`src/rtl/alu_pkg.sv`:
```
// rtl/alu_pkg.sv - shared ALU width, select encoding and arbiter FSM states
//
// Purpose : common definitions for the ALU and the ALU arbiter.
// Contents: WIDTH           operand/result width (fixed at 32)
//           ALU_* selects   3-bit operation codes
//           state_t         2-bit arbiter FSM encoding
package alu_pkg;

  localparam int WIDTH = 32;

  localparam logic [2:0] ALU_AND = 3'b000;
  localparam logic [2:0] ALU_OR  = 3'b001;
  localparam logic [2:0] ALU_ADD = 3'b010;
  localparam logic [2:0] ALU_SUB = 3'b110;
  localparam logic [2:0] ALU_SLT = 3'b111;

  typedef enum logic [1:0] {
    ST_IDLE = 2'b00,
    ST_EXEC = 2'b01,
    ST_RESP = 2'b10
  } state_t;

endpackage

```
`src/rtl/alu.sv`:
```
// rtl/alu.sv - 32-bit combinational ALU
//
// Purpose : AND, OR, ADD, SUB, unsigned set-less-than; unused codes give 0.
// Ports   : A, B     in  WIDTH  operands
//           ALU_Sel  in  3      operation select (alu_pkg encoding)
//           R        out WIDTH  result
//           ZFlag    out 1      high when R is zero
module alu
  import alu_pkg::*;
(
  input  logic [WIDTH-1:0] A,
  input  logic [WIDTH-1:0] B,
  input  logic [2:0]       ALU_Sel,
  output logic [WIDTH-1:0] R,
  output logic             ZFlag
);

  always_comb begin
    R = '0;
    case (ALU_Sel)
      ALU_AND: R = A & B;
      ALU_OR:  R = A | B;
      ALU_ADD: R = A + B;
      ALU_SUB: R = A - B;
      ALU_SLT: R = {{(WIDTH-1){1'b0}}, (A < B)};
      default: R = '0;
    endcase
  end

  assign ZFlag = (R == '0);

endmodule

```
`src/rtl/alu_arbiter.sv`:
```
// rtl/alu_arbiter.sv - round-robin sharing of one ALU between two requesters
//
// Purpose : two valid/ready request ports share a single ALU. One operation
//           is in flight at a time: accept in IDLE, evaluate in EXEC, hold
//           the registered result in RESP until the owner consumes it.
// Ports   : clk                    in  1      rising-edge clock
//           reset                  in  1      async active-high reset
//           reqN_valid/reqN_ready  in/out 1   request handshake, N = 0,1
//           reqN_a, reqN_b         in  WIDTH  operands
//           reqN_sel               in  3      operation select
//           rspN_valid/rspN_ready  out/in 1   response handshake
//           rsp_result             out WIDTH  registered result (shared)
//           rsp_zero               out 1      registered zero flag
//           busy                   out 1      high in EXEC or RESP
module alu_arbiter
  import alu_pkg::*;
(
  input  logic             clk,
  input  logic             reset,

  input  logic             req0_valid,
  output logic             req0_ready,
  input  logic [WIDTH-1:0] req0_a,
  input  logic [WIDTH-1:0] req0_b,
  input  logic [2:0]       req0_sel,

  input  logic             req1_valid,
  output logic             req1_ready,
  input  logic [WIDTH-1:0] req1_a,
  input  logic [WIDTH-1:0] req1_b,
  input  logic [2:0]       req1_sel,

  output logic             rsp0_valid,
  input  logic             rsp0_ready,
  output logic             rsp1_valid,
  input  logic             rsp1_ready,

  output logic [WIDTH-1:0] rsp_result,
  output logic             rsp_zero,
  output logic             busy
);

  state_t           state, state_next;
  logic             last_grant;
  logic             owner;
  logic [WIDTH-1:0] op_a, op_b;
  logic [2:0]       op_sel;

  logic             grant;
  logic             grant_valid;
  logic             accept;
  logic             rsp_done;

  logic [WIDTH-1:0] alu_r;
  logic             alu_z;

  // Round-robin: a lone valid wins outright; on a tie the requester that
  // did not win last time goes next. last_grant resets to 1 so port 0
  // takes the first tie.
  always_comb begin
    grant       = 1'b0;
    grant_valid = 1'b0;
    if (req0_valid && req1_valid) begin
      grant       = ~last_grant;
      grant_valid = 1'b1;
    end else if (req0_valid) begin
      grant       = 1'b0;
      grant_valid = 1'b1;
    end else if (req1_valid) begin
      grant       = 1'b1;
      grant_valid = 1'b1;
    end
  end

  assign req0_ready = (state == ST_IDLE) && grant_valid && (grant == 1'b0);
  assign req1_ready = (state == ST_IDLE) && grant_valid && (grant == 1'b1);
  assign accept     = req0_ready || req1_ready;

  assign rsp0_valid = (state == ST_RESP) && (owner == 1'b0);
  assign rsp1_valid = (state == ST_RESP) && (owner == 1'b1);
  assign rsp_done   = (rsp0_valid && rsp0_ready) || (rsp1_valid && rsp1_ready);

  assign busy = (state == ST_EXEC) || (state == ST_RESP);

  always_comb begin
    state_next = state;
    case (state)
      ST_IDLE: if (accept)   state_next = ST_EXEC;
      ST_EXEC:               state_next = ST_RESP;
      ST_RESP: if (rsp_done) state_next = ST_IDLE;
      default:               state_next = ST_IDLE;
    endcase
  end

  always_ff @(posedge clk or posedge reset) begin
    if (reset) begin
      state <= ST_IDLE;
    end else begin
      state <= state_next;
    end
  end

  // Operand capture on accept; the winner's payload is muxed in here so
  // the ALU only ever sees the latched copy.
  always_ff @(posedge clk or posedge reset) begin
    if (reset) begin
      last_grant <= 1'b1;
      owner      <= 1'b0;
      op_a       <= '0;
      op_b       <= '0;
      op_sel     <= ALU_AND;
    end else if (accept) begin
      last_grant <= grant;
      owner      <= grant;
      op_a       <= grant ? req1_a   : req0_a;
      op_b       <= grant ? req1_b   : req0_b;
      op_sel     <= grant ? req1_sel : req0_sel;
    end
  end

  alu u_alu (
    .A       (op_a),
    .B       (op_b),
    .ALU_Sel (op_sel),
    .R       (alu_r),
    .ZFlag   (alu_z)
  );

  // Result registers load only at the end of EXEC, so they stay stable for
  // the whole of RESP regardless of backpressure.
  always_ff @(posedge clk or posedge reset) begin
    if (reset) begin
      rsp_result <= '0;
      rsp_zero   <= 1'b0;
    end else if (state == ST_EXEC) begin
      rsp_result <= alu_r;
      rsp_zero   <= alu_z;
    end
  end

endmodule

```
`config.mk`:
```
export PLATFORM = sky130hd
export DESIGN_NAME = alu_arbiter
export DESIGN_NICKNAME = d
export VERILOG_FILES = /design/src/rtl/alu_pkg.sv /design/src/rtl/alu.sv /design/src/rtl/alu_arbiter.sv
export SDC_FILE = /design/constraint.sdc
export NUM_CORES = 1
export LEC_CHECK = 0
export CELL_PAD_IN_SITES_DETAIL_PLACEMENT = 1
export CELL_PAD_IN_SITES_GLOBAL_PLACEMENT = 1
export CORE_MARGIN = 1.5
export CORE_UTILIZATION = 36
export DETAILED_ROUTE_END_ITERATION = 8
export PLACE_DENSITY_LB_ADDON = 0.1
export SKIP_CTS_REPAIR_TIMING = 1
export SYNTH_ARGS = -nofsm -noshare
export SYNTH_HDL_FRONTEND = slang
export SYNTH_SLANG_ARGS = --single-unit
```
`constraint.sdc`:
```
create_clock -name clk -period 3.3 [get_ports clk]
set_clock_uncertainty 0.2 [all_clocks]
set_input_delay 0.495 -clock clk [delete_from_list [all_inputs] [get_ports clk]]
set_output_delay 0.495 -clock clk [all_outputs]
set_load 0.02 [all_outputs]
```
# == After elaboration in Yosys (flattened, before gate mapping) ==
# Cells that the tools add are included.
# word_totals
register_bits,104
latch_bits,0
ram_bits,0
rom_bits,0
in_bits,140
mem_count,0
# op_classes
n_addsub,2
mul,0
div,0
order_cmp,1
n_eq_ne,8
shift,0
n_mux,12
bitwise_logic,5
reduce_logical,15
# op_table
cell,n
$pmux W32 S5,1
$mux W32,2
$add A32 B32 Y32,1
$and A32 B32 Y32,1
$logic_not A32 Y1,1
$lt A32 B32 Y1,1
$or A32 B32 Y32,1
$sub A32 B32 Y32,1
$logic_and A1 B1 Y1,8
$eq A3 B3 Y1 const B,2
$pmux W2 S3,1
$mux W1,5
$mux W2,2
$ne A2 B2 Y1 const B,2
$eq A3 B1 Y1 const B,1
$eq A3 B2 Y1 const B,1
$logic_not A3 Y1,1
$logic_or A1 B1 Y1,3
$mux W3,1
$not A1 Y1,3
$eq A2 B1 Y1 const B,1
$eq A2 B2 Y1 const B,1
$logic_not A2 Y1,1
$reduce_and A2 Y1,1

# == Longest topological paths before layout ==
# Gate-level depths: netlist (run 1).
# logic_depth
depth_word,8
depth_mapped,14

# == Hierarchy ==
# Synthesis (run 1) repeated with hierarchy kept, for this count alone.
# unflattened
cells_unflattened,1164
hier_area_um2,9618.0
# modules_own_cells
module,instances,cells_each,area_each_um2,seq_area_each_um2
alu,1,775,5175.0,0.0
alu_arbiter,1,389,4443.0,2603.7

# == Worst setup path before layout (run 1) ==
# OpenSTA, ideal clock, no wires.
# synth_path
path_kind,reg-to-reg
from,reg op_b[0]
to,reg rsp_zero
t_arrival_ps,3166
setup_slack_ps,-131
path_stages_with_launch,14
path_buffers,0
synth_period_minus_slack_ps,3431
path_cell_list,dfrtp_1 ha_1 fa_1 a21o_1 a221o_2 nand3_1 a31oi_2 xnor2_1 a2111o_1 nor4_2 nand4_1 nor4_1 and2_1 a32o_2
# synth_via
elab_chain_cells,3
# synth_lines
element,line,source
from (decl),alu_arbiter.sv:46,"logic [WIDTH-1:0] op_a, op_b;"
from (signal assigned),alu_arbiter.sv:116,op_b <= grant ? req1_b : req0_b;
"$sub A32 B32 Y32, or another cell as far along",alu.sv:24,ALU_SUB: R = A - B;
$pmux W32 S5 *,alu.sv:20,case (ALU_Sel)
$logic_not A32 Y1 *,alu.sv:30,assign ZFlag = (R == '0);
to (signal assigned),alu_arbiter.sv:137,rsp_zero <= alu_z;
to (decl),alu_arbiter.sv:39,"output logic rsp_zero,"
# Every way passes the cells marked *; elsewhere a longest branch is shown, timed or not.
# A chain may end at the register's enable or synchronous reset.

# == Worst setup path after layout (run 1) ==
# Same ends and word-level chain as after synthesis.

==> qor.csv, run 1 <==
stage;metric;value;unit
yosys;syn_inst;1220;
global_route;grt_remaining_overflow;0;
worst_hold_path;hold_class;reg2reg;
clocking;ctsRootBufferMaster;clkbuf_16;
critical_path;cp_top_family;simple AND/OR/NAND/NOR gates;
sta;worstMarginPinSlew;818.1;ps
yosys;synth_top_flop_cell;dfrtp_1;
sta;fin_crit_sh;110.4;%
global_route;grtUsageTotal;31.10;%
clocking;worst_skew_pair.late_latency;370;ps
global_route;grt_start_max_net_pins;70;
sta;hold_violations;0;
cells_and_area;final_cell_count_no_fill;2008;
critical_path;crit_top_cell;buf_6;
critical_path;path_cells;buf_6 -> ha_4 -> fa_2 -> nor2_4 -> o311ai_4 -> buf_6 -> a21oi_4 -> buf_6 -> a211oi_4 -> buf_4 -> mux2i_4 -> xnor2_2 -> a21oi_2 -> nand4b_1 -> nor4_2 -> and2_1 -> a32o_2;
critical_path;endpoint;rsp_zero;
place;dp_cells;1970;
yosys;syn-cell-area;9729;um2
yosys;synth.distinct_cells;83;
clocking;cts_buffers;9;
cells_and_area;diodes;0;
place;dpl_cell_area;14110;um2
global_route;antenna_found_initial;0;
critical_path;worstPathRequired;3410;ps
sta;setup_viol;2;
routing;vias;11500;
routing;routed_via_density;5.726;
cells_and_area;drive_above_1_share;30.19;%
clocking;cts_tree;done;
place;gp_congestion;0.9433;
critical_path;rr_startpoint;op_b[0];
routing;ant_nets;0;
critical_path;cp_slowest_cell;dfrtp_1;
cells_and_area;final_area;15370;um2
critical_path;worstSetupPathDepth;17;
critical_path;crit_arrival;3750;ps
floorplanning;core;26280;um2
yosys;syn_nets;1469;
clocking;cts.sinks;104;
critical_path;startpoint_type;flip-flop;
sta;final_max_slew_viol_count;0;
global_route;grt_pass1_wl;67.77;mm
clocking;cts_buffer_depth;2;
floorplanning;io_pins;178;
cells_and_area;syn2layout_area_growth;57.96;%
sta;fin_setup_tns;-418.0;ps
critical_path;max_stage_delay;420;ps
yosys;synth_seq_cells;104;
sta;fmax;274.4;MHz
critical_path;rrSetupSlack;-340;ps
cells_and_area;nets;1918;
routing;drc;0;
floorplanning;die-height;167.4;um
cells_and_area;layout_common_cells;buf_4 (322), clkdlybuf4s50_1 (177), inv_1 (155);
cells_and_area;nFillCells;3134;
routing;wl;44.86;mm
run_status;status;finished, violations left;
critical_path;cp-end-kind;flip-flop;
place;numPortBuffers;177;
routing;drt-pass1-iter-count;8;
sta;period_minus_slack;3644;ps
critical_path;crit_fanout;3;
yosys;async_reset_ff_share;100.0;%
floorplanning;num_rows;59;
sta;max-slew-margin-rel;45.13;%
sta;rsz0062_at_grt;yes;
yosys;yosysSeqAreaShare;26.76;%
critical_path;critPathBufInv;4;
run;maxCapViolCount;0;
cells_and_area;final_common_cell;buf_4;
critical_path;critical_path_class;reg2reg;
run_status;failed_checks;setup timing;
clocking;cts_max_level;3;
global_route;grt_pass1_vias;11860;
critical_path;reg2reg_depth;17;
yosys;syn_avg_cell_area;7.975;um2
critical_path;regToRegEndpoint;rsp_zero;
sta;setup_ws;-344.2;ps
place;hpwl;35.20;mm
floorplanning;die_x;167.4;um
yosys;synth-edff-count;0;
yosys;yosysWarnings;0;
floorplanning;start_util;37.02;%
floorplanning;fp.dieArea;28020;um2
critical_path;critical_path.startpoint;op_b[0];
routing;drt_iter0_drc;1038;
clocking;clk_pin_slew;90;ps
routing;wire_per_inst;22.34;um
-- synth_stat cells, drive strengths merged, types with 7 or more instances --
cell type,instances,share of area [%]
inv,167,6.4
nor3,26,1.3
nand2,70,2.7
a2111oi,7,0.84
xnor2,15,1.4
a211oi,23,1.8
nor4,20,1.4
nand2b,7,0.45
o211ai,14,1.1
and3,8,0.51
mux2i,10,1.0
a21oi,125,6.5
o21ai,43,2.2
a21o,17,1.3
a22oi,7,0.54
nand4,18,1.2
o31ai,19,1.6
ha,107,14
a222oi,67,6.9
buf,30,1.6
a31oi,15,1.2
nor2b,12,0.85
dfrtp,103,26
nand3,13,0.67
clkbuf,48,1.9
nor2,130,5.0
-- per-stage QoR --
stage / worst slack [ps] / hold WS (ps) / utilization [%]
after floorplan: -108.2 / 283.7 / -
after global placement: -621.8 / 266.3 / 53.70
after detailed placement: -734.2 / 269.9 / 53.70
after CTS: -779.2 / 295.2 / 54.82
after global routing: -436.8 / 331.6 / 58.48
final: -344.2 / 293.0 / 58.48
-- how the worst min path moves through the flow --
stage                           to  slack (ps)  cells after the start           start
finish              rsp_result[24]         290                      2  rsp_result[24]
detailed placement   rsp_result[7]         270                      1   rsp_result[7]
CTS                       state[0]         300                      2           reset
global route         rsp_result[7]         330                      1   rsp_result[7]
floorplan                 op_b[10]         280                      2        op_b[10]
global placement     rsp_result[7]         270                      1   rsp_result[7]
-- cell type report --
| cell class | instances | area (um2) | area share, % |
|---|---|---|---|
| inverters | 167 | 630.6 | 4.103 |
| flip-flops and latches | 104 | 2604 | 16.94 |
| repair buffers | 516 | 4459 | 29.02 |
| well taps | 335 | 419.2 | 2.727 |
| clock inverters | 6 | 67.56 | 0.4396 |
| clock buffers | 9 | 225.2 | 1.465 |
| multi-input cells | 871 | 6963 | 45.31 |
-- cell families after synthesis --
group,synth area share (%)
adders and majority gates,14.17
buffers and inverters,9.851
xor gates and xnor gates,1.530
DFF,26.76
AOI/OAI and AO/OA,30.32
and+or+nand+nor,15.98
muxes,1.376
-- metal layers --
layer	global-route usage (%)	share of wire, %	vias up
met5	0	0	-
met4	7.638	1.8	0
met3	4.254	5.2	49
met2	50.83	47	363
met1	43.26	46	5751
li1	-	-	5334
-- registers in the layout, indices dropped and copies added, names as in the netlist --
signal,cells
op_a,32
state,2
owner,1
op_b,32
last_grant,1
rsp_result,32
rsp_zero,1
op_sel,3
-- worst min-delay path, cell delays in order, from the launching register on --
cell and delay [ps]:
dfrtp_1 350, nor2_1 40, nor2_1 70
Power of run 1 is left out: the tool's default activity adds up to more than one toggle a clock period on the data nets, which glitch-free logic cannot reach.
==> run 2: changes to the inputs <==
REMOVE_ABC_BUFFERS = 1   (was default)
==> run 2 against run 1 <==
  * The flow finishes with violations (DRC, setup timing)
  * First-iteration DRC count is 5.2% lower
  * Register-to-register slack better by 20 ps
  * Global-route usage is 0.13 points higher
  * Critical path type unchanged
  * Largest cell class unchanged
==> qor.csv, run 2 (synthesis results as in run 1) <==
stage;metric;value;unit
run_status;status;finished, violations left;
run_status;failed_checks;DRC, setup timing;
clocking;cts.sinks;104;
routing;ant_nets;0;
cells_and_area;layout_common_cells;buf_4 (338), clkdlybuf4s50_1 (177), inv_1 (155);
critical_path;critPathBufInv;2;
routing;wl;45.40;mm
sta;hold_violations;0;
global_route;grt_pass1_wl;68.22;mm
routing;vias;11600;
floorplanning;io_pins;178;
clocking;cts_buffers;9;
sta;setup_viol;5;
sta;setup_ws;-329.0;ps
place;gp_congestion;0.9871;
sta;max-slew-margin-rel;37.43;%
clocking;worst_skew_pair.late_latency;370;ps
clocking;cts_max_level;3;
critical_path;critical_path_class;reg2reg;
critical_path;cp_top_family;compound AO/OA/AOI/OAI gates;
cells_and_area;diodes;0;
clocking;cts_tree;done;
critical_path;max_stage_delay;450;ps
global_route;antenna_found_initial;1;
sta;hold_ws;297.2;ps
routing;wire_per_inst;22.44;um
worst_hold_path;hold_class;reg2reg;
critical_path;cp-end-kind;flip-flop;
run;maxCapViolCount;0;
floorplanning;die-height;167.4;um
critical_path;crit_arrival;3740;ps
clocking;clk_pin_slew;80;ps
global_route;grtUsageTotal;31.23;%
routing;routed_via_density;5.735;
cells_and_area;nets;1932;
critical_path;crit_fanout;5;
routing;drt-pass1-iter-count;9;
cells_and_area;multi_input_area;6964;um2
cells_and_area;syn2layout_area_growth;58.62;%
critical_path;worstPathRequired;3410;ps
global_route;grt_remaining_overflow;0;
floorplanning;start_util;37.02;%
floorplanning;fp.dieArea;28020;um2
floorplanning;die_x;167.4;um
sta;fin_crit_sh;110.0;%
sta;period_minus_slack;3629;ps
place;numPortBuffers;177;
clocking;ctsRootBufferMaster;clkbuf_16;
routing;drc;2;
cells_and_area;final_common_cell;buf_4;
floorplanning;core;26280;um2
global_route;grt_start_max_net_pins;105;
place;place_ws;-565.9;ps
cells_and_area;regArea;2605;um2
sta;final_max_slew_viol_count;0;
clocking;cts_buffer_depth;2;
cells_and_area;drive_above_1_share;30.92;%
sta;worstMarginPinSlew;935.1;ps
floorplanning;num_rows;59;
place;hpwl;35.39;mm
cells_and_area;top_regs;op_a: 32 flops, op_b: 32 flops, rsp_result: 32 flops;
sta;rsz0062_at_grt;yes;
global_route;grt_pass1_vias;11700;
cells_and_area;nFillCells;3117;
critical_path;path_cells;ha_4 -> fa_2 -> a21o_1 -> a221o_2 -> buf_6 -> nand2_2 -> and3_4 -> o211a_4 -> buf_4 -> nor3_1 -> o22ai_2 -> nand3_2 -> nor4_2 -> and2_1 -> a32o_2;
critical_path;cp_slowest_cell;dfrtp_2;
routing;drt_iter0_drc;984;
sta;fmax;275.6;MHz
critical_path;startpoint_type;flip-flop;
[run 2: cell types whose count changed in the layout (fill, tap and decap cells not counted), moves of 3 or more]
cell,previous run,this run
nor2_2,2,5
a21oi_2,22,18
nor4_4,6,2
o21ai_2,0,5
a21oi_1,97,100
buf_12,9,6
buf_4,322,338
nor4_2,5,8
o21ai_1,8,4
[run 2: worst paths after layout]
check | slack, ps | from | cells past startpoint | end
max | -330 | op_b[0] | 15 | rsp_zero
min | 300 | rsp_result[7] | 1 | rsp_result[7]
max reg2reg | -330 | op_b[0] | 15 | rsp_zero
min reg2reg | 300 | rsp_result[7] | 1 | rsp_result[7]
max in group asynchronous | 1950 | reset | 3 | op_b[5]
min in group asynchronous | 350 | reset | 3 | op_sel[2]
[run 2: area by class of cell]
| cell class | count | share of cell area, % |
|---|---|---|
| sequential | 104 | 16.88 |
| timing repair buffer | 530 | 29.43 |
| clock inverter | 6 | 0.2838 |
| multi-input combinational | 871 | 45.13 |
| inverter | 167 | 4.078 |
| clock buffer | 10 | 1.484 |
| tap | 335 | 2.716 |
[run 2: per-stage QoR]
step	std cells	util, %	TNS [ps]	instance area, um2
after floorplan	1142	-	-75950	9398
after global placement	1973	53.55	-1452	14070
after detailed placement	1973	53.55	-1895	14070
after CTS	1989	54.58	-2221	14350
after global routing	2023	58.72	-1293	15430
final	2023	58.72	-674.6	15430
[run 2: metal layers]
layer / routed length (um) / share of wire, % / track usage [%] / vias to the layer above
met5: 0 / 0 / 0 / -
met4: 836 / 1.8 / 7.168 / 0
met3: 2511 / 5.5 / 4.396 / 44
met2: 21160 / 47 / 50.72 / 372
met1: 20900 / 46 / 43.82 / 5828
li1: - / - / - / 5357
[run 2: worst reg2reg max path: cells and delay by family (launching register included)]
family	cells	cell delay, ps
buffers and inverters	2	290
adder cells (fa/ha/maj)	2	600
flip-flops	1	450
AND/OR/NAND/NOR	6	880
AO/OA/AOI/OAI	5	1160
Power of run 2 is left out for the same reason.
==> run 3: changes to the inputs <==
CELL_PAD_IN_SITES_DETAIL_PLACEMENT = 0   (was 1)
==> run 3 against run 2 <==
  * The flow finishes with violations (setup timing)
  * Non-clock buffer count decreased by 16
  * Flip-flop and latch count unchanged
  * Final cell count shrank 0.84%
  * Hold slack improved by 7.9 ps
  * Global-route usage decreased by 3.0 points
  * Sequential share of layout area increased by 0.35 points
  * Critical path depth down 2
  * Worst setup slack gained 41 ps
  * Cell area fell by 2.1%
  * Critical endpoint unchanged
==> qor.csv, run 3 (synthesis results as in run 1) <==
stage;metric;value;unit
run_status;status;finished, violations left;
run_status;failed_checks;setup timing;
cells_and_area;syn2layout_area_growth;55.34;%
cells_and_area;top_regs;op_a: 32 flops, op_b: 32 flops, rsp_result: 32 flops;
critical_path;cp-end-kind;flip-flop;
sta;fin_crit_sh;108.7;%
critical_path;regToRegEndpoint;rsp_zero;
critical_path;reg2reg_depth;13;
run;maxCapViolCount;0;
clocking;cts_buffers;9;
floorplanning;core;26280;um2
clocking;cts_tree;done;
cells_and_area;utilization;57.51;%
routing;wire_per_inst;20.18;um
global_route;grtUsageTotal;28.25;%
sta;setup_ws;-287.8;ps
floorplanning;fp.dieArea;28020;um2
worst_hold_path;hold_class;reg2reg;
sta;final_max_slew_viol_count;0;
clocking;worst_skew_pair.late_latency;360;ps
floorplanning;num_rows;59;
floorplanning;die-height;167.4;um
routing;drc;0;
cells_and_area;diodes;0;
sta;setup_viol;3;
critical_path;crit_arrival;3680;ps
worst_hold_path;holdCritStartpoint;rsp_result[7];
critical_path;critical_path_class;reg2reg;
routing;vias;11140;
global_route;grt_remaining_overflow;0;
place;numPortBuffers;177;
sta;period_minus_slack;3588;ps
sta;hold_violations;0;
routing;drt-pass1-iter-count;8;
critical_path;rr_startpoint;op_a[22];
sta;hold_ws;305.1;ps
routing;wl;40.49;mm
floorplanning;start_util;37.02;%
critical_path;crit_fanout;3;
clocking;cts_buffer_depth;2;
clocking;cts_max_level;3;
sta;rsz0062_at_grt;yes;
critical_path;worstPathRequired;3400;ps
global_route;grt_start_max_net_pins;105;
routing;routed.top_layer;met4;
worst_hold_path;hold_end;rsp_result[7];
routing;drt_iter0_drc;925;
place;gp_congestion;0.9871;
worst_hold_path;whs_path_depth;1;
routing;routed_via_density;5.555;
place;hpwl;32.42;mm
floorplanning;io_pins;178;
routing;dr_wl_met2;17.81;mm
routing;met3_length;2.225;mm
cells_and_area;drive_above_1_share;29.08;%
sta;fmax;278.7;MHz
cells_and_area;nets;1916;
critical_path;rrSetupSlack;-290;ps
clocking;ctsRootBufferMaster;clkbuf_16;
routing;met1_length;19.64;mm
cells_and_area;final_common_cell;buf_4;
sta;worstMarginPinSlew;906.8;ps
cells_and_area;layout_common_cells;buf_4 (325), clkdlybuf4s50_1 (177), inv_1 (162);
routing;ant_nets;0;
clocking;clk_pin_slew;80;ps
critical_path;startpoint_type;flip-flop;
sta;max-slew-margin-rel;39.32;%
global_route;antenna_found_initial;0;
floorplanning;die_x;167.4;um
global_route;grt_pass1_vias;10460;
clocking;cts.sinks;104;
global_route;grt_pass1_wl;61.38;mm
==> run 3: worst max-delay path by stage <==
stage | cells past startpoint | to | start | slack (ps)
3_3_place_gp | 13 | rsp_zero | op_a[0] | -510
3_5_place_dp | 13 | rsp_zero | op_b[0] | -510
5_1_grt | 13 | rsp_zero | op_a[22] | -480
4_1_cts | 13 | rsp_zero | op_a[0] | -540
6_report | 13 | rsp_zero | op_a[22] | -290
2_1_floorplan | 6 | op_a[0] | state[0] | -900
==> run 3: area by class of cell <==
| class | instances | area, um2 |
|---|---|---|
| Clock buffer | 11 | 232.7 |
| Clock inverter | 4 | 31.28 |
| Fill cell | 2521 | 11170 |
| Inverter | 167 | 629.4 |
| Multi-Input combinational cell | 871 | 6815 |
| Sequential cell | 104 | 2604 |
| Tap cell | 335 | 419.2 |
| Timing Repair Buffer | 514 | 4382 |
==> run 3: layer usage <==
layer  vias to the layer above  global-route usage [%]
li1                       5326                       -
met1                      5398                   41.91
met2                       379                   42.99
met3                        40                   3.758
met4                         0                   7.051
met5                         -                       0
==> run 3: through the flow <==
step	setup WS (ps)	setup TNS (ps)	cell area, um2	cells
4_1_cts	-540.2	-2051	14340	1988
2_1_floorplan	-895.3	-75950	9398	1142
5_1_grt	-475.7	-1222	15110	2006
3_3_place_gp	-508.0	-1452	14070	1973
3_5_place_dp	-513.6	-1803	14070	1973
6_report	-287.8	-538.8	15110	2006
==> run 3: worst max-delay path, cell delays in order (launching register included) <==
cell,delay [ps]
dfrtp_1,350
inv_1,50
ha_1,340
nor4_2,370
nand4_1,300
a211oi_1,430
a21oi_2,130
a21o_1,230
a311o_1,280
o22ai_2,130
nand3_1,120
nor4_1,270
and2_1,170
a32o_2,160
Power of run 3 is left out for the same reason.
==> RTL change 1, RTL diff (flow settings as in run 2) <==
Encoding of `state_t`: now one-hot (3 bits for 3 states).
--- a/src/rtl/alu_pkg.sv
+++ b/src/rtl/alu_pkg.sv
@@ -14,10 +14,10 @@
   localparam logic [2:0] ALU_SUB = 3'b110;
   localparam logic [2:0] ALU_SLT = 3'b111;
 
-  typedef enum logic [1:0] {
-    ST_IDLE = 2'b00,
-    ST_EXEC = 2'b01,
-    ST_RESP = 2'b10
+  typedef enum logic [2:0] {
+    ST_IDLE = 3'b001,
+    ST_EXEC = 3'b010,
+    ST_RESP = 3'b100
   } state_t;
 
 endpackage
Check against the original RTL: same outputs for any inputs over 4 cycles, from zero or initial values and one cycle with reset high; so few cycles prove little.
==> RTL change 1 against run 2 <==
The flow finishes with violations (setup timing); worst hold slack worse by 0.054 ns; routed wire length is 8.0% lower; design area is 4.1% lower; sequential cell count is 1 higher; worst setup slack worse by 0.22 ns; non-clock buffer count is 49 lower; sequential share of layout area is 0.90 points higher; area after synthesis is 1.5% lower; utilization is 2.0 points lower; via count is 5.4% lower; critical path type unchanged; critical endpoint is now rsp_zero.
Power is not shown: default switching activity piles up to over one toggle a cycle in this logic, so the estimate is an artifact.
==> RTL change 1: results (changes against run 2) <==
| Metric | Value |
|---|---|
| Met2 WL | 20100 microns (-5.0%) |
| DP HPWL | 33100 microns (-6.5%) |
| Dpl cell area | 13700 sq um (-2.8%) |
| Multi-In Gates | 932 (+7.0%) |
| First drt pass iteration count | 5 (-4) |
| Register area | 2630 sq um (+0.96%) |
| Failing checks | setup timing |
| Seq cells | 105 (+0.96%) |
| Met2 Use GR | 50.6% (-0.13 points) |
| First-pass GRT wire length | 65100 microns (-4.6%) |
| Compound-Gate Fraction of Synth Area | 28.0% (-2.3 points) |
| Outcome | finished with violations |
| CP arrival | 3.92 ns (+0.18 ns) |
| Clock buf/inv share | 2.06% (+0.29 points) |
| Post-Place Setup Slack | -0.955 ns (-0.389 ns) |
| Critical-path top delay cell | dfrtp_1 |
| FF-to-FF path depth | 14 (-1) |
| Avg Cell Area, Syn | 7.84 sq um (-1.7%) |
| Global-route usage over all layers | 29.7% (-1.5 points) |
| Fillers | 3079 (-1.2%) |
| Mux cell area share after synthesis | 1.74% (+0.36 points) |
| Placed cell count | 1945 (-1.4%) |
| Crit Path Max Fanout | 3 (-2) |
| Adder-Cell Fraction of Synth Area | 13.7% (-0.43 points) |
| Crit-path max cell delay | 0.42 ns (-0.03 ns) |
| Final setup violation count | 10 (+5) |
| Fin cells | 1976 (-2.3%) |
| Worst min path class | in2async |
| Netlist cell types | 86 (+3.6%) |
| Multi-input gate area | 6860 sq um (-1.5%) |
| Tapcell count | 335 (unchanged) |
| Non-clock buffers | 481 (-9.2%) |
| Final non-clock buffer share | 28.2% (-1.2 points) |
| GRT met3 Usage | 3.17% (-1.2 points) |
| Register area share after synthesis | 27.5% (+0.69 points) |
| Post-route setup slack | -0.553 ns (-0.223 ns) |
| Inverters | 107 (-36%) |
| Post-layout instance area | 14800 sq um (-4.1%) |
| Iter 0 DRT Violations | 551 (-44%) |
RTL change 1: cell types whose count changed after synthesis, moves of 10 or more:
cell | run 2 | this run
inv_1 | 163 | 105
o211ai_1 | 13 | 79
buf_2 | 19 | 8
nand3_1 | 13 | 83
nand2_1 | 70 | 147
a21oi_1 | 124 | 86
nand4_1 | 18 | 8
nor3_1 | 26 | 10
a222oi_1 | 67 | 0
nor2_1 | 130 | 89
o21ai_0 | 41 | 70
clkbuf_1 | 48 | 61
RTL change 1: final timing paths:
| path | startpoint | end | slack [ns] |
|---|---|---|---|
| min in group clk | rsp_result[6] | rsp_result[6] | 0.28 |
| max in group asynchronous | reset | op_b[16] | 1.88 |
| worst max register to register | op_a[0] | rsp_zero | -0.55 |
| worst min-delay path | reset | rsp_result[23] | 0.24 |
| worst min register to register | rsp_result[6] | rsp_result[6] | 0.28 |
| worst max-delay path | op_a[0] | rsp_zero | -0.55 |
==> RTL change 2, RTL diff (settings of run 2) <==
Without the edit above. Reset style: synchronous (`reset`), changed in 3 clocked blocks. Comments in the files are not updated.
--- a/src/rtl/alu_arbiter.sv
+++ b/src/rtl/alu_arbiter.sv
@@ -92,7 +92,7 @@
     endcase
   end
 
-  always_ff @(posedge clk or posedge reset) begin
+  always_ff @(posedge clk) begin
     if (reset) begin
       state <= ST_IDLE;
     end else begin
@@ -102,7 +102,7 @@
 
   // Operand capture on accept; the winner's payload is muxed in here so
   // the ALU only ever sees the latched copy.
-  always_ff @(posedge clk or posedge reset) begin
+  always_ff @(posedge clk) begin
     if (reset) begin
       last_grant <= 1'b1;
       owner      <= 1'b0;
@@ -128,7 +128,7 @@
 
   // Result registers load only at the end of EXEC, so they stay stable for
   // the whole of RESP regardless of backpressure.
-  always_ff @(posedge clk or posedge reset) begin
+  always_ff @(posedge clk) begin
     if (reset) begin
       rsp_result <= '0;
       rsp_zero   <= 1'b0;
Formal check against the unedited RTL: differs if reset is asserted again (counterexample within 4 cycles, from zero or initial values and one cycle with reset high); with reset held inactive, the same outputs for 4 cycles.
==> RTL change 2 against run 2 <==
The run still ends with DRC, setup timing left; critical endpoint is now rsp_zero; critical path type unchanged; highest routed layer unchanged; sequential share of layout area shrank 1.9 points; sequential cell count unchanged; worst setup slack got worse by 0.18 ns; die area decreased by 7.9%; design area down 8.7%; routed wire length decreased by 13%; synthesized cell count down 4.3%; fmax decreased by 4.6%; area after synthesis shrank 8.0%; first-iteration DRC count shrank 11%.
==> RTL change 2: results (changes against run 2) <==
| Metric | Value |
|---|---|
| Final hold slack | 0.279 ns (-0.0186 ns) |
| Crit Path Max Fanout | 6 (+1) |
| Met2 WL | 18700 microns (-12%) |
| RR Endpoint | rsp_zero |
| Met1 usage | 39.1% (-4.7 points) |
| FF-to-FF path depth | 14 (-1) |
| GRT met3 Usage | 3.25% (-1.1 points) |
| Slew @ Worst Pin | 0.783 ns (-0.152 ns) |
| Synth top cells by count | 182 x nor2_1, 112 x inv_1, 107 x ha_1 |
| Final setup violation count | 11 (+6) |
| CP arrival | 3.92 ns (+0.18 ns) |
| Top FF cell, synth | dfxtp_1 |
| Crit-path max cell delay | 0.43 ns (-0.02 ns) |
| DP HPWL | 29100 microns (-18%) |
| Area contributors post-synth | dfxtp_1 23%, ha_1 15%, nor2_1 7.6%, a222oi_1 7.5%, inv_1 4.7% |
| Dpl cell area | 12800 sq um (-8.9%) |
| Post-Place Setup Slack | -0.857 ns (-0.291 ns) |
| Failing checks | DRC, setup timing |
| Residual DRC | 1 (-1) |
| Cell count after synthesis | 1168 (-4.3%) |
| Hold depth | 2 (+1) |
| Placer Congestion | 0.906 (-8.2%) |
| Outcome | finished with violations |
| HP Start | rsp_result[3] |
| Post-route setup slack | -0.506 ns (-0.177 ns) |
[RTL change 2: changes by cell type in the layout (fill, tap and decap cells not counted), sizes merged, moves of 19 or more]
cell and change:
a21oi -48, buf -80, dfrtp -103, dfxtp +104
inv -55, mux2i +19, nor2 +52
[RTL change 2: area by class of cell]
type	count	area, sq um
inverter	113	427
tap	324	405
clock buffer	10	229
clock inverter	6	53.8
timing repair buffer	448	3890
sequential	104	2110
multi-input combinational	870	6970
fill	2880	10200
[RTL change 2: worst max-delay path by stage]
stage | depth (start not counted) | slack, ns | from | end
finish | 14 | -0.51 | op_b[0] | rsp_zero
global route | 14 | -0.61 | op_b[0] | rsp_zero
CTS | 16 | -0.89 | op_a[0] | rsp_zero
detailed placement | 16 | -0.86 | op_a[0] | rsp_zero
global placement | 16 | -0.72 | op_a[0] | rsp_zero
floorplan | 6 | -0.95 | state[0] | op_a[0]
